$ cat src/rtl/lsu_byte_seq_pkg.sv
// Shared definitions for the load/store byte sequencer.
//   - RV32I funct3 encodings for loads and stores
//   - FSM state encoding
//   - size decode and legality helpers used by the request decoder
package lsu_byte_seq_pkg;

    localparam logic [2:0] F3_LB  = 3'b000;
    localparam logic [2:0] F3_LH  = 3'b001;
    localparam logic [2:0] F3_LW  = 3'b010;
    localparam logic [2:0] F3_LBU = 3'b100;
    localparam logic [2:0] F3_LHU = 3'b101;
    localparam logic [2:0] F3_SB  = 3'b000;
    localparam logic [2:0] F3_SH  = 3'b001;
    localparam logic [2:0] F3_SW  = 3'b010;

    typedef enum logic [2:0] {
        ST_IDLE,
        ST_STORE,
        ST_LOAD,
        ST_DRAIN,
        ST_RESP,
        ST_ERR
    } state_t;

    // Number of bytes moved by an access; 0 for an unused size code.
    function automatic logic [2:0] size_bytes(input logic [2:0] f3);
        case (f3[1:0])
            2'b00:   return 3'd1;
            2'b01:   return 3'd2;
            2'b10:   return 3'd4;
            default: return 3'd0;
        endcase
    endfunction

    // Stores only exist in the signed-looking encodings; unsigned forms are load-only.
    function automatic logic funct3_legal(input logic we, input logic [2:0] f3);
        case (f3)
            F3_LB, F3_LH, F3_LW: return 1'b1;
            F3_LBU, F3_LHU:      return !we;
            default:             return 1'b0;
        endcase
    endfunction

endpackage

$ cat src/rtl/lsu_byte_seq_if.sv
// Request/response bundle between a core-side requester and the byte sequencer.
//   req_valid/req_ready   handshake, accepted when both high on a rising edge
//   req_we                1 = store, 0 = load
//   req_funct3            RV32I size/sign code
//   req_addr, req_wdata   byte address and store data
//   rsp_valid             single-cycle response pulse, no backpressure
//   rsp_rdata, rsp_err    extended load data / rejection flag
interface lsu_byte_seq_if;
    logic        req_valid;
    logic        req_ready;
    logic        req_we;
    logic [2:0]  req_funct3;
    logic [31:0] req_addr;
    logic [31:0] req_wdata;
    logic        rsp_valid;
    logic [31:0] rsp_rdata;
    logic        rsp_err;

    modport master (
        output req_valid, req_we, req_funct3, req_addr, req_wdata,
        input  req_ready, rsp_valid, rsp_rdata, rsp_err
    );

    modport slave (
        input  req_valid, req_we, req_funct3, req_addr, req_wdata,
        output req_ready, rsp_valid, rsp_rdata, rsp_err
    );
endinterface

$ cat src/rtl/lsu_byte_seq_load_extend.sv
// Combinational load-data formatter.
//   funct3    in  3    RV32I load code selecting width and sign treatment
//   bytes_in  in  4x8  little-endian bytes, byte 0 at the access address
//   data      out 32   assembled word, sign- or zero-extended
module lsu_byte_seq_load_extend
    import lsu_byte_seq_pkg::*;
(
    input  logic [2:0]      funct3,
    input  logic [3:0][7:0] bytes_in,
    output logic [31:0]     data
);

    logic signed [7:0]  lo8;
    logic signed [15:0] lo16;

    always_comb begin
        lo8  = bytes_in[0];
        lo16 = {bytes_in[1], bytes_in[0]};
        data = bytes_in;
        case (funct3)
            F3_LB:   data = 32'(lo8);
            F3_LH:   data = 32'(lo16);
            F3_LBU:  data = {24'd0, bytes_in[0]};
            F3_LHU:  data = {16'd0, bytes_in[1], bytes_in[0]};
            default: data = bytes_in;
        endcase
    end

endmodule

$ cat src/rtl/lsu_byte_seq.sv
// Load/store sequencer in front of an 8-bit byte RAM with a registered read port.
// Splits one RV32I load/store into 1/2/4 little-endian byte accesses, reassembles
// and extends load data, and returns exactly one response per accepted request.
//   clk, rst_n      clock and asynchronous active-low reset
//   bus             request/response bundle (slave side)
//   mem_address     byte address to the RAM
//   mem_data_in     store byte to the RAM
//   mem_write_en    RAM write strobe, active high
//   mem_data_out    RAM read data for the address presented one cycle earlier
module lsu_byte_seq
    import lsu_byte_seq_pkg::*;
#(
    parameter int unsigned ADDR_LIMIT = 4096
) (
    input  logic               clk,
    input  logic               rst_n,
    lsu_byte_seq_if.slave      bus,
    output logic [31:0]        mem_address,
    output logic [7:0]         mem_data_in,
    output logic               mem_write_en,
    input  logic [7:0]         mem_data_out
);

    state_t          state, state_n;
    logic [1:0]      cnt, cnt_n;
    logic [1:0]      last, last_n;
    logic [2:0]      funct3_r, funct3_n;
    logic [31:0]     addr_r, addr_n;
    logic [31:0]     wdata_r, wdata_n;
    logic [3:0][7:0] buf_r, buf_n;

    logic            ready_n;
    logic            rsp_valid_n;
    logic            rsp_err_n;
    logic [31:0]     rsp_rdata_n;
    logic [31:0]     mem_address_n;
    logic [7:0]      mem_data_in_n;
    logic            mem_write_en_n;

    // Request decode and rejection check
    logic [2:0]      req_size;
    logic            misaligned;
    logic [32:0]     req_end;
    logic            out_of_range;
    logic            req_ok;

    always_comb begin
        req_size     = size_bytes(bus.req_funct3);
        misaligned   = (req_size == 3'd2 && bus.req_addr[0]) ||
                       (req_size == 3'd4 && bus.req_addr[1:0] != 2'b00);
        // 33-bit sum so an address near 2^32 cannot wrap back into range.
        req_end      = {1'b0, bus.req_addr} + {30'd0, req_size} - 33'd1;
        out_of_range = req_end >= 33'(ADDR_LIMIT);
        req_ok       = funct3_legal(bus.req_we, bus.req_funct3) && !misaligned && !out_of_range;
    end

    // Load assembly: the final byte is still on the RAM port during DRAIN.
    logic [3:0][7:0] load_bytes;
    logic [31:0]     load_data;

    always_comb begin
        load_bytes = buf_r;
        load_bytes[last] = mem_data_out;
    end

    lsu_byte_seq_load_extend u_extend (
        .funct3   (funct3_r),
        .bytes_in (load_bytes),
        .data     (load_data)
    );

    always_comb begin
        state_n        = state;
        cnt_n          = cnt;
        last_n         = last;
        funct3_n       = funct3_r;
        addr_n         = addr_r;
        wdata_n        = wdata_r;
        buf_n          = buf_r;
        ready_n        = 1'b0;
        rsp_valid_n    = 1'b0;
        rsp_err_n      = 1'b0;
        rsp_rdata_n    = 32'd0;
        mem_address_n  = mem_address;
        mem_data_in_n  = mem_data_in;
        mem_write_en_n = 1'b0;

        case (state)
            ST_IDLE: begin
                ready_n = 1'b1;
                if (bus.req_valid && bus.req_ready) begin
                    ready_n  = 1'b0;
                    funct3_n = bus.req_funct3;
                    addr_n   = bus.req_addr;
                    wdata_n  = bus.req_wdata;
                    cnt_n    = 2'd0;
                    last_n   = 2'(req_size - 3'd1);
                    if (!req_ok) begin
                        state_n     = ST_ERR;
                        rsp_valid_n = 1'b1;
                        rsp_err_n   = 1'b1;
                    end else if (bus.req_we) begin
                        state_n        = ST_STORE;
                        mem_address_n  = bus.req_addr;
                        mem_data_in_n  = bus.req_wdata[7:0];
                        mem_write_en_n = 1'b1;
                    end else begin
                        state_n       = ST_LOAD;
                        mem_address_n = bus.req_addr;
                    end
                end
            end
            ST_STORE: begin
                if (cnt == last) begin
                    state_n     = ST_RESP;
                    rsp_valid_n = 1'b1;
                end else begin
                    cnt_n          = cnt + 2'd1;
                    mem_address_n  = addr_r + {30'd0, cnt_n};
                    mem_data_in_n  = 8'(wdata_r >> {cnt_n, 3'b000});
                    mem_write_en_n = 1'b1;
                end
            end
            ST_LOAD: begin
                // RAM output now reflects the address driven one cycle ago.
                if (cnt != 2'd0) begin
                    buf_n[cnt - 2'd1] = mem_data_out;
                end
                if (cnt == last) begin
                    state_n = ST_DRAIN;
                end else begin
                    cnt_n         = cnt + 2'd1;
                    mem_address_n = addr_r + {30'd0, cnt_n};
                end
            end
            ST_DRAIN: begin
                state_n     = ST_RESP;
                rsp_valid_n = 1'b1;
                rsp_rdata_n = load_data;
            end
            ST_RESP, ST_ERR: begin
                state_n = ST_IDLE;
                ready_n = 1'b1;
            end
            default: begin
                state_n = ST_IDLE;
            end
        endcase
    end

    always_ff @(posedge clk or negedge rst_n) begin
        if (!rst_n) begin
            state         <= ST_IDLE;
            cnt           <= 2'd0;
            last          <= 2'd0;
            funct3_r      <= 3'd0;
            addr_r        <= 32'd0;
            wdata_r       <= 32'd0;
            buf_r         <= '0;
            bus.req_ready <= 1'b0;
            bus.rsp_valid <= 1'b0;
            bus.rsp_err   <= 1'b0;
            bus.rsp_rdata <= 32'd0;
            mem_address   <= 32'd0;
            mem_data_in   <= 8'd0;
            mem_write_en  <= 1'b0;
        end else begin
            state         <= state_n;
            cnt           <= cnt_n;
            last          <= last_n;
            funct3_r      <= funct3_n;
            addr_r        <= addr_n;
            wdata_r       <= wdata_n;
            buf_r         <= buf_n;
            bus.req_ready <= ready_n;
            bus.rsp_valid <= rsp_valid_n;
            bus.rsp_err   <= rsp_err_n;
            bus.rsp_rdata <= rsp_rdata_n;
            mem_address   <= mem_address_n;
            mem_data_in   <= mem_data_in_n;
            mem_write_en  <= mem_write_en_n;
        end
    end

endmodule

$ cat src/flat_wrapper.sv
// flat-port wrapper written by rule: the top's interface ports become plain ports
module lsu_byte_seq_flat import lsu_byte_seq_pkg::*;
#(
    parameter int unsigned ADDR_LIMIT = 4096
)
  (clk, rst_n, mem_address, mem_data_in, mem_write_en, mem_data_out, bus_req_valid, bus_req_we, bus_req_funct3, bus_req_addr, bus_req_wdata, bus_req_ready, bus_rsp_valid, bus_rsp_rdata, bus_rsp_err);
  lsu_byte_seq_if bus_i ();
  input  logic clk;
  input  logic rst_n;
  output logic [31:0] mem_address;
  output logic [7:0] mem_data_in;
  output logic mem_write_en;
  input  logic [7:0] mem_data_out;
  input wire logic [$bits(bus_i.req_valid)-1:0] bus_req_valid;
  input wire logic [$bits(bus_i.req_we)-1:0] bus_req_we;
  input wire logic [$bits(bus_i.req_funct3)-1:0] bus_req_funct3;
  input wire logic [$bits(bus_i.req_addr)-1:0] bus_req_addr;
  input wire logic [$bits(bus_i.req_wdata)-1:0] bus_req_wdata;
  output wire logic [$bits(bus_i.req_ready)-1:0] bus_req_ready;
  output wire logic [$bits(bus_i.rsp_valid)-1:0] bus_rsp_valid;
  output wire logic [$bits(bus_i.rsp_rdata)-1:0] bus_rsp_rdata;
  output wire logic [$bits(bus_i.rsp_err)-1:0] bus_rsp_err;
  assign bus_i.req_valid = bus_req_valid;
  assign bus_i.req_we = bus_req_we;
  assign bus_i.req_funct3 = bus_req_funct3;
  assign bus_i.req_addr = bus_req_addr;
  assign bus_i.req_wdata = bus_req_wdata;
  assign bus_req_ready = bus_i.req_ready;
  assign bus_rsp_valid = bus_i.rsp_valid;
  assign bus_rsp_rdata = bus_i.rsp_rdata;
  assign bus_rsp_err = bus_i.rsp_err;
  lsu_byte_seq #(.ADDR_LIMIT(ADDR_LIMIT)) u_core (.clk(clk), .rst_n(rst_n), .bus(bus_i), .mem_address(mem_address), .mem_data_in(mem_data_in), .mem_write_en(mem_write_en), .mem_data_out(mem_data_out));
endmodule
$ cat config.mk
export PLATFORM = sky130hd
export DESIGN_NAME = lsu_byte_seq_flat
export DESIGN_NICKNAME = d
export VERILOG_FILES = /design/src/rtl/lsu_byte_seq_pkg.sv /design/src/rtl/lsu_byte_seq_if.sv /design/src/rtl/lsu_byte_seq_load_extend.sv /design/src/rtl/lsu_byte_seq.sv /design/src/flat_wrapper.sv
export SDC_FILE = /design/constraint.sdc
export NUM_CORES = 1
export LEC_CHECK = 0
export CORE_MARGIN = 4
export CORE_UTILIZATION = 45
export CTS_BUF_LIST = sky130_fd_sc_hd__clkbuf_2
export DETAILED_ROUTE_END_ITERATION = 12
export PLACE_DENSITY = 0.68
export SETUP_SLACK_MARGIN = 0.1
export SYNTH_ARGS = -nofsm -noshare
export SYNTH_HDL_FRONTEND = slang
export SYNTH_HIERARCHICAL = 1
export SYNTH_SLANG_ARGS = --single-unit
$ cat constraint.sdc
create_clock -name clk -period 3.9 [get_ports clk]
set_input_delay 0.78 -clock clk [delete_from_list [all_inputs] [get_ports clk]]
set_output_delay 0.78 -clock clk [all_outputs]
set_load 0.03 [all_outputs]
# Word level (Yosys, flattened, before mapping)
# Cells that the tools add are included.
word_totals:
  ff_bits: 182
  in_bits: 79
  out_inout_bits: 76
  word_cells: 122
op_classes:
  n_addsub: 6
  order_cmp: 5
  n_eq_ne: 24
  shifts: 1
  mux: 40
  reduce_logical: 29
ops:
  columns: ["operator", "n"]
  rows:
  - ["$mux W32", 4]
  - ["$pmux W32 S4", 1]
  - ["$bwmux W32", 2]
  - ["$pmux W32 S2", 1]
  - ["$mux W8", 6]
  - ["$add A32 B3 Y33", 1]
  - ["$ge A33 B13 Y1 const B", 1]
  - ["$sub A33 B1 Y33 const B", 1]
  - ["$add A32 B2 Y32", 1]
  - ["$demux W8 S2", 2]
  - ["$shr A32 B5 Y8", 1]
  - ["$eq A3 B3 Y1 const B", 7]
  - ["$pmux W8 S2", 1]
  - ["$eq A3 B2 Y1 const B", 4]
  - ["$mux W3", 4]
  - ["$pmux W3 S4", 1]
  - ["$eq A3 B1 Y1 const B", 3]
  - ["$logic_not A3 Y1", 3]
  - ["$mux W1", 9]
  - ["$pmux W3 S3", 1]
  - ["$ne A2 B1 Y1 const B", 4]
  - ["$reduce_bool A2 Y1", 4]
  - ["$logic_and A1 B1 Y1", 7]
  - ["$lt A2 B3 Y1 const B", 2]
  - ["other kinds (20)", 34]

# Longest topological paths before layout
depth:
  ltp_word: 11
  ltp_mapped: 19
  depth_no_buf: 16

# Cells and area by module
# The synthesis kept the hierarchy.
modules_own_cells:
  columns: ["mod", "instances", "cells_each", "area_per_inst_um2", "seq_area_each_um2"]
  rows:
  - ["lsu_byte_seq", 1, 1158, 10882.9, 4554.4]
  - ["lsu_byte_seq_load_extend", 1, 67, 355.3, 0.0]

# Worst setup path after synthesis
# No wires, ideal clock.
synth_timing:
  path_type: "input to register"
  from: "in bus_req_funct3[0]"
  to: "reg u_core.mem_address[18]"
  setup_ns: 0.125
  arrival_ns: 4.410
  required_time_ns: 3.775
  path_slack_ns: -0.635
  path_stages: 19
  n_path_buf: 3
  cell_sequence: "or2_2 > ha_1 > inv_1 > ha_1 > inv_1 > fa_1 > nand2b_1 > a21oi_4 > o21a_4 > nor2_1 > or3_1 > and3_4 > a2111oi_2 > and4_1 > buf_6 > a21bo_4 > buf_6 > buf_12 > mux2_4"
synth_between:
  elab_chain_len: 10
  word_cells_on_any_way: 26
  classes_between: "2 x add/sub; 1 x order compare; 9 x eq/ne; 2 x mux; 12 x reduce/logical"
synth_lines:
  columns: ["item", "line_no", "source"]
  rows:
  - ["from (decl)", "flat_wrapper.sv:16", "input wire logic [$bits(bus_i.req_funct3)-1:0] bus_req_funct3;"]
  - ["parallel branches: the longest is 7 deep, another holds $add A32 B3 Y33", null, null]
  - ["$logic_and A1 B1 Y1 *", "lsu_byte_seq.sv:54", "req_ok = funct3_legal(bus.req_we, bus.req_funct3) && !misaligned && !out_of_range;"]
  - ["$ne A2 B1 Y1 (no line) *", null, null]
  - ["$reduce_and A4 Y1 (no line) *", null, null]
  - ["to (signal assigned)", "lsu_byte_seq.sv:179", "mem_address <= mem_address_n;"]
  - ["to (decl)", "lsu_byte_seq.sv:18", "output logic [31:0] mem_address,"]
# Every way passes the cells marked *.
# A chain may end at the register's enable or synchronous reset.

# Final worst setup path
layout_timing:
  from: "in bus_req_addr[2]"
  to: "reg u_core.mem_address[0]"
layout_between:
  elab_chain_len: 7
layout_lines:
  columns: ["item", "line_no", "source"]
  rows:
  - ["from (decl)", "flat_wrapper.sv:17", "input wire logic [$bits(bus_i.req_addr)-1:0] bus_req_addr;"]
  - ["$add A32 B3 Y33", "lsu_byte_seq.sv:52", "req_end = {1'b0, bus.req_addr} + {30'd0, req_size} - 33'd1;"]
  - ["$sub A33 B1 Y33", "lsu_byte_seq.sv:52", null]
  - ["$ge A33 B13 Y1", "lsu_byte_seq.sv:53", "out_of_range = req_end >= 33'(ADDR_LIMIT);"]
  - ["$logic_not A1 Y1", "lsu_byte_seq.sv:54", null]
  - ["$logic_and A1 B1 Y1", "lsu_byte_seq.sv:54", null]
  - ["$ne A2 B1 Y1 (no line)", null, null]
  - ["$reduce_and A4 Y1 (no line)", null, null]
# No other way between the ends.

==> reports/results.tsv <==
metric	value	unit
cts.clk_slew.worst_paths	0.29	ns
viasPerCell	5.305	
r2r_start	u_core/cnt[1]	
place.gp.congestion	0.9193	
drive_gt1_frac	0.2633	
multi_input_area	6291	um2
status	finished, final reports clean	
yosys_warnings	6	
final-seq-area	4554	um2
die_h	166.0	um
syn_area_per_cell	9.174	um2
hold_slack	0.3999	ns
ys_seq_elements	182	
finalMaxSlewViolations	0	
start_kind	input port	
synth_commonest_cells	238 x nand2_1, 182 x dfrtp_1, 103 x mux2_2, 76 x nor2_1, 70 x o21ai_0	
post_dp_cell_area	14270	um2
portBuffers	154	
power-per-cell-area	575.3	nW/um2
r2r_cells	13	
period_share	0.9648	
grt_pass1_wl	49.73	mm
clk_path_buf_depth	2	
ir_worst_vdd	425.2	uV
cts_tree	built	
nFillCells	2149	
cp-end-kind	flop	
nets	1632	
critPathLaunch	bus_req_addr[2]	
synth_edf_count	0	
cts_root_buffer	clkbuf_2	
yosysSeqAreaShare	0.4053	
grt_max_degree	85	
synth_most_common_cell	nand2_1	
final_area	14710	um2
tightest_slew	0.9952	ns
synth.distinct_cells	73	
antenna_found_initial	1	
rsz0062_at_grt	no	
routed_wirelength	30.95	mm
max_freq	265.8	MHz
setup_viol	0	
p_total	8.462	mW
cp_data_required_time	4.56	ns
timing.setup.tns	0	ns
finalCriticalPeriod	3.763	ns
rrSetupSlack	0.47	ns
finalHoldViolations	0	
netlist.area_leader.share	0.4053	
critPathKind	input port to flop	
cp_max_fo	8	
grt_pass1_vias	9528	
synthArstFlopShare	1.000	
layout_setup_ws	0.1373	ns
wire_per_inst	16.75	um
worst_setup_path_endpoint	u_core/mem_address[0]	
drtPass1Iterations	5	
syn2layout_area_growth	30.90	%
fp-row-count	57	
grt-ovfl-total	0	
hp-class	input port to flop	
drtIter0Drc	654	
r2r-end	u_core/addr_r[29]	
cts_htree_levels	4	
synth_top_area_cell	dfrtp_1	
clk_latency	0.74	ns
clock_sinks	182	
placed_cells	1809	
final_util	0.6014	
fin_skew	0.05747	ns
dp_hpwl	23.97	mm
max_slew_margin	0.3314	
yosys-top-cells-area	dfrtp_1 41%, mux2_2 10%, nand2_1 7.9%	
grt.total_usage	0.2183	
cp.arrival	4.42	ns
hold_depth	3	
coreArea	24460	um2
netlist_instances	1225	
post-place-ws	-0.8590	ns
die_x	166.0	um
synth_area	11240	um2
drv_cap	0	
stdcell_count	1848	
power_leakage	6.669	nW
synth_flop_cell	dfrtp_1	
syn-num-nets	1347	
initial_utilization	0.4594	
cts_made_buffers	17	
design.die.area	27570	um2
drc_errors	0	
dr_total_vias	9804	
io_pins	155	
ant_nets	0	
## how the worst min path moves through the flow
stage                       startpoint            endpoint
floorplan           u_core/wdata_r[24]  u_core/wdata_r[24]
global placement     u_core/wdata_r[7]   u_core/wdata_r[7]
detailed placement  u_core/wdata_r[10]  u_core/wdata_r[10]
CTS                  bus_req_wdata[24]  u_core/wdata_r[24]
global route           bus_req_addr[0]    u_core/addr_r[0]
finish                 bus_req_addr[0]    u_core/addr_r[0]
## sequential cells by signal, summed over array words and instances (netlist names), 3 cells and up
name                  flops
u_core/mem_address       32
u_core/mem_data_in        8
u_core/funct3_r           3
u_core/bus.rsp_rdata     32
u_core/wdata_r           32
u_core/state              3
u_core/addr_r            32
u_core/buf_r             32
## power by group
| part | switching [mW] | total (mW) | internal (mW) |
|---|---|---|---|
| clock | 0.738 | 0.948 | 0.210 |
| sequential | 0.526 | 3.02 | 2.49 |
| combinational | 2.33 | 4.50 | 2.16 |
## cells in the final DEF, fill, tap and decap left out, drive strengths merged, types with 5 or more instances in the layout
| cell type | synthesis | layout |
|---|---|---|
| a211oi | 7 | 7 |
| nor3 | 13 | 13 |
| a31o | 10 | 10 |
| a21oi | 64 | 64 |
| o21bai | 5 | 5 |
| nand4 | 21 | 21 |
| mux4 | 8 | 8 |
| nand3 | 26 | 26 |
| or3 | 9 | 9 |
| nor4 | 9 | 9 |
| nand2 | 238 | 238 |
| nor2b | 6 | 6 |
| ha | 41 | 41 |
| a21o | 10 | 10 |
| clkinv | 0 | 7 |
| xor2 | 12 | 12 |
| nor2 | 76 | 76 |
| a22oi | 5 | 5 |
| o21ai | 74 | 74 |
| a211o | 7 | 7 |
| and2 | 37 | 37 |
| a221oi | 5 | 5 |
| mux2 | 113 | 113 |
| clkbuf | 41 | 21 |
| nand2b | 10 | 10 |
| o211ai | 17 | 17 |
| dfrtp | 182 | 182 |
| and3 | 6 | 6 |
| clkdlybuf4s50 | 0 | 149 |
| inv | 58 | 63 |
| buf | 30 | 181 |
| o21a | 9 | 9 |
| xnor2 | 31 | 31 |
## worst max-delay path, cell delays in order
cell,delay [ns]
clkdlybuf4s50_1,0.49
inv_1,0.07
ha_4,0.28
inv_1,0.04
ha_1,0.33
a211oi_4,0.27
o21ai_2,0.13
a21o_1,0.20
a211oi_2,0.26
o21ai_2,0.13
a21oi_2,0.17
mux2i_2,0.30
and2_4,0.19
a21bo_4,0.25
clkbuf_16,0.20
mux2_2,0.33
## cells by family after synthesis
| group | synth area share |
|---|---|
| compound gates | 0.1365 |
| mux | 0.1347 |
| fa+ha+maj | 0.04921 |
| flops | 0.4053 |
| simple gates | 0.1889 |
| xor+xnor | 0.03351 |
| buf+inv | 0.05188 |
## routing by layer
layer,GRT usage,up-vias,part of all wire
li1,-,4817,-
met5,0,-,0
met1,0.3126,4713,0.47
met4,0.05201,0,0.019
met3,0.03428,28,0.044
met2,0.3509,246,0.46
## layout make-up
class                      instances  share of cell area
clock inverter                    15             0.01140
multi-input combinational        914              0.4277
sequential                       182              0.3096
clock buffer                      17            0.005784
tap                              324             0.02756
antenna                            1           0.0001701
inverter                          58             0.01480
timing repair buffer             337              0.2030
## timing repair
| action | CTS | global route |
|---|---|---|
| pin swaps | 4 | 9 |
| hold buffers | 1 | 0 |
| setup endpoints to repair | 34 | 45 |
| gates cloned | 0 | 2 |
| endpoints found under the hold margin | 13 | 0 |
| gates resized for setup | 10 | 26 |
| buffers inserted | 1 | 2 |
Power figures use the tool's default switching activity.
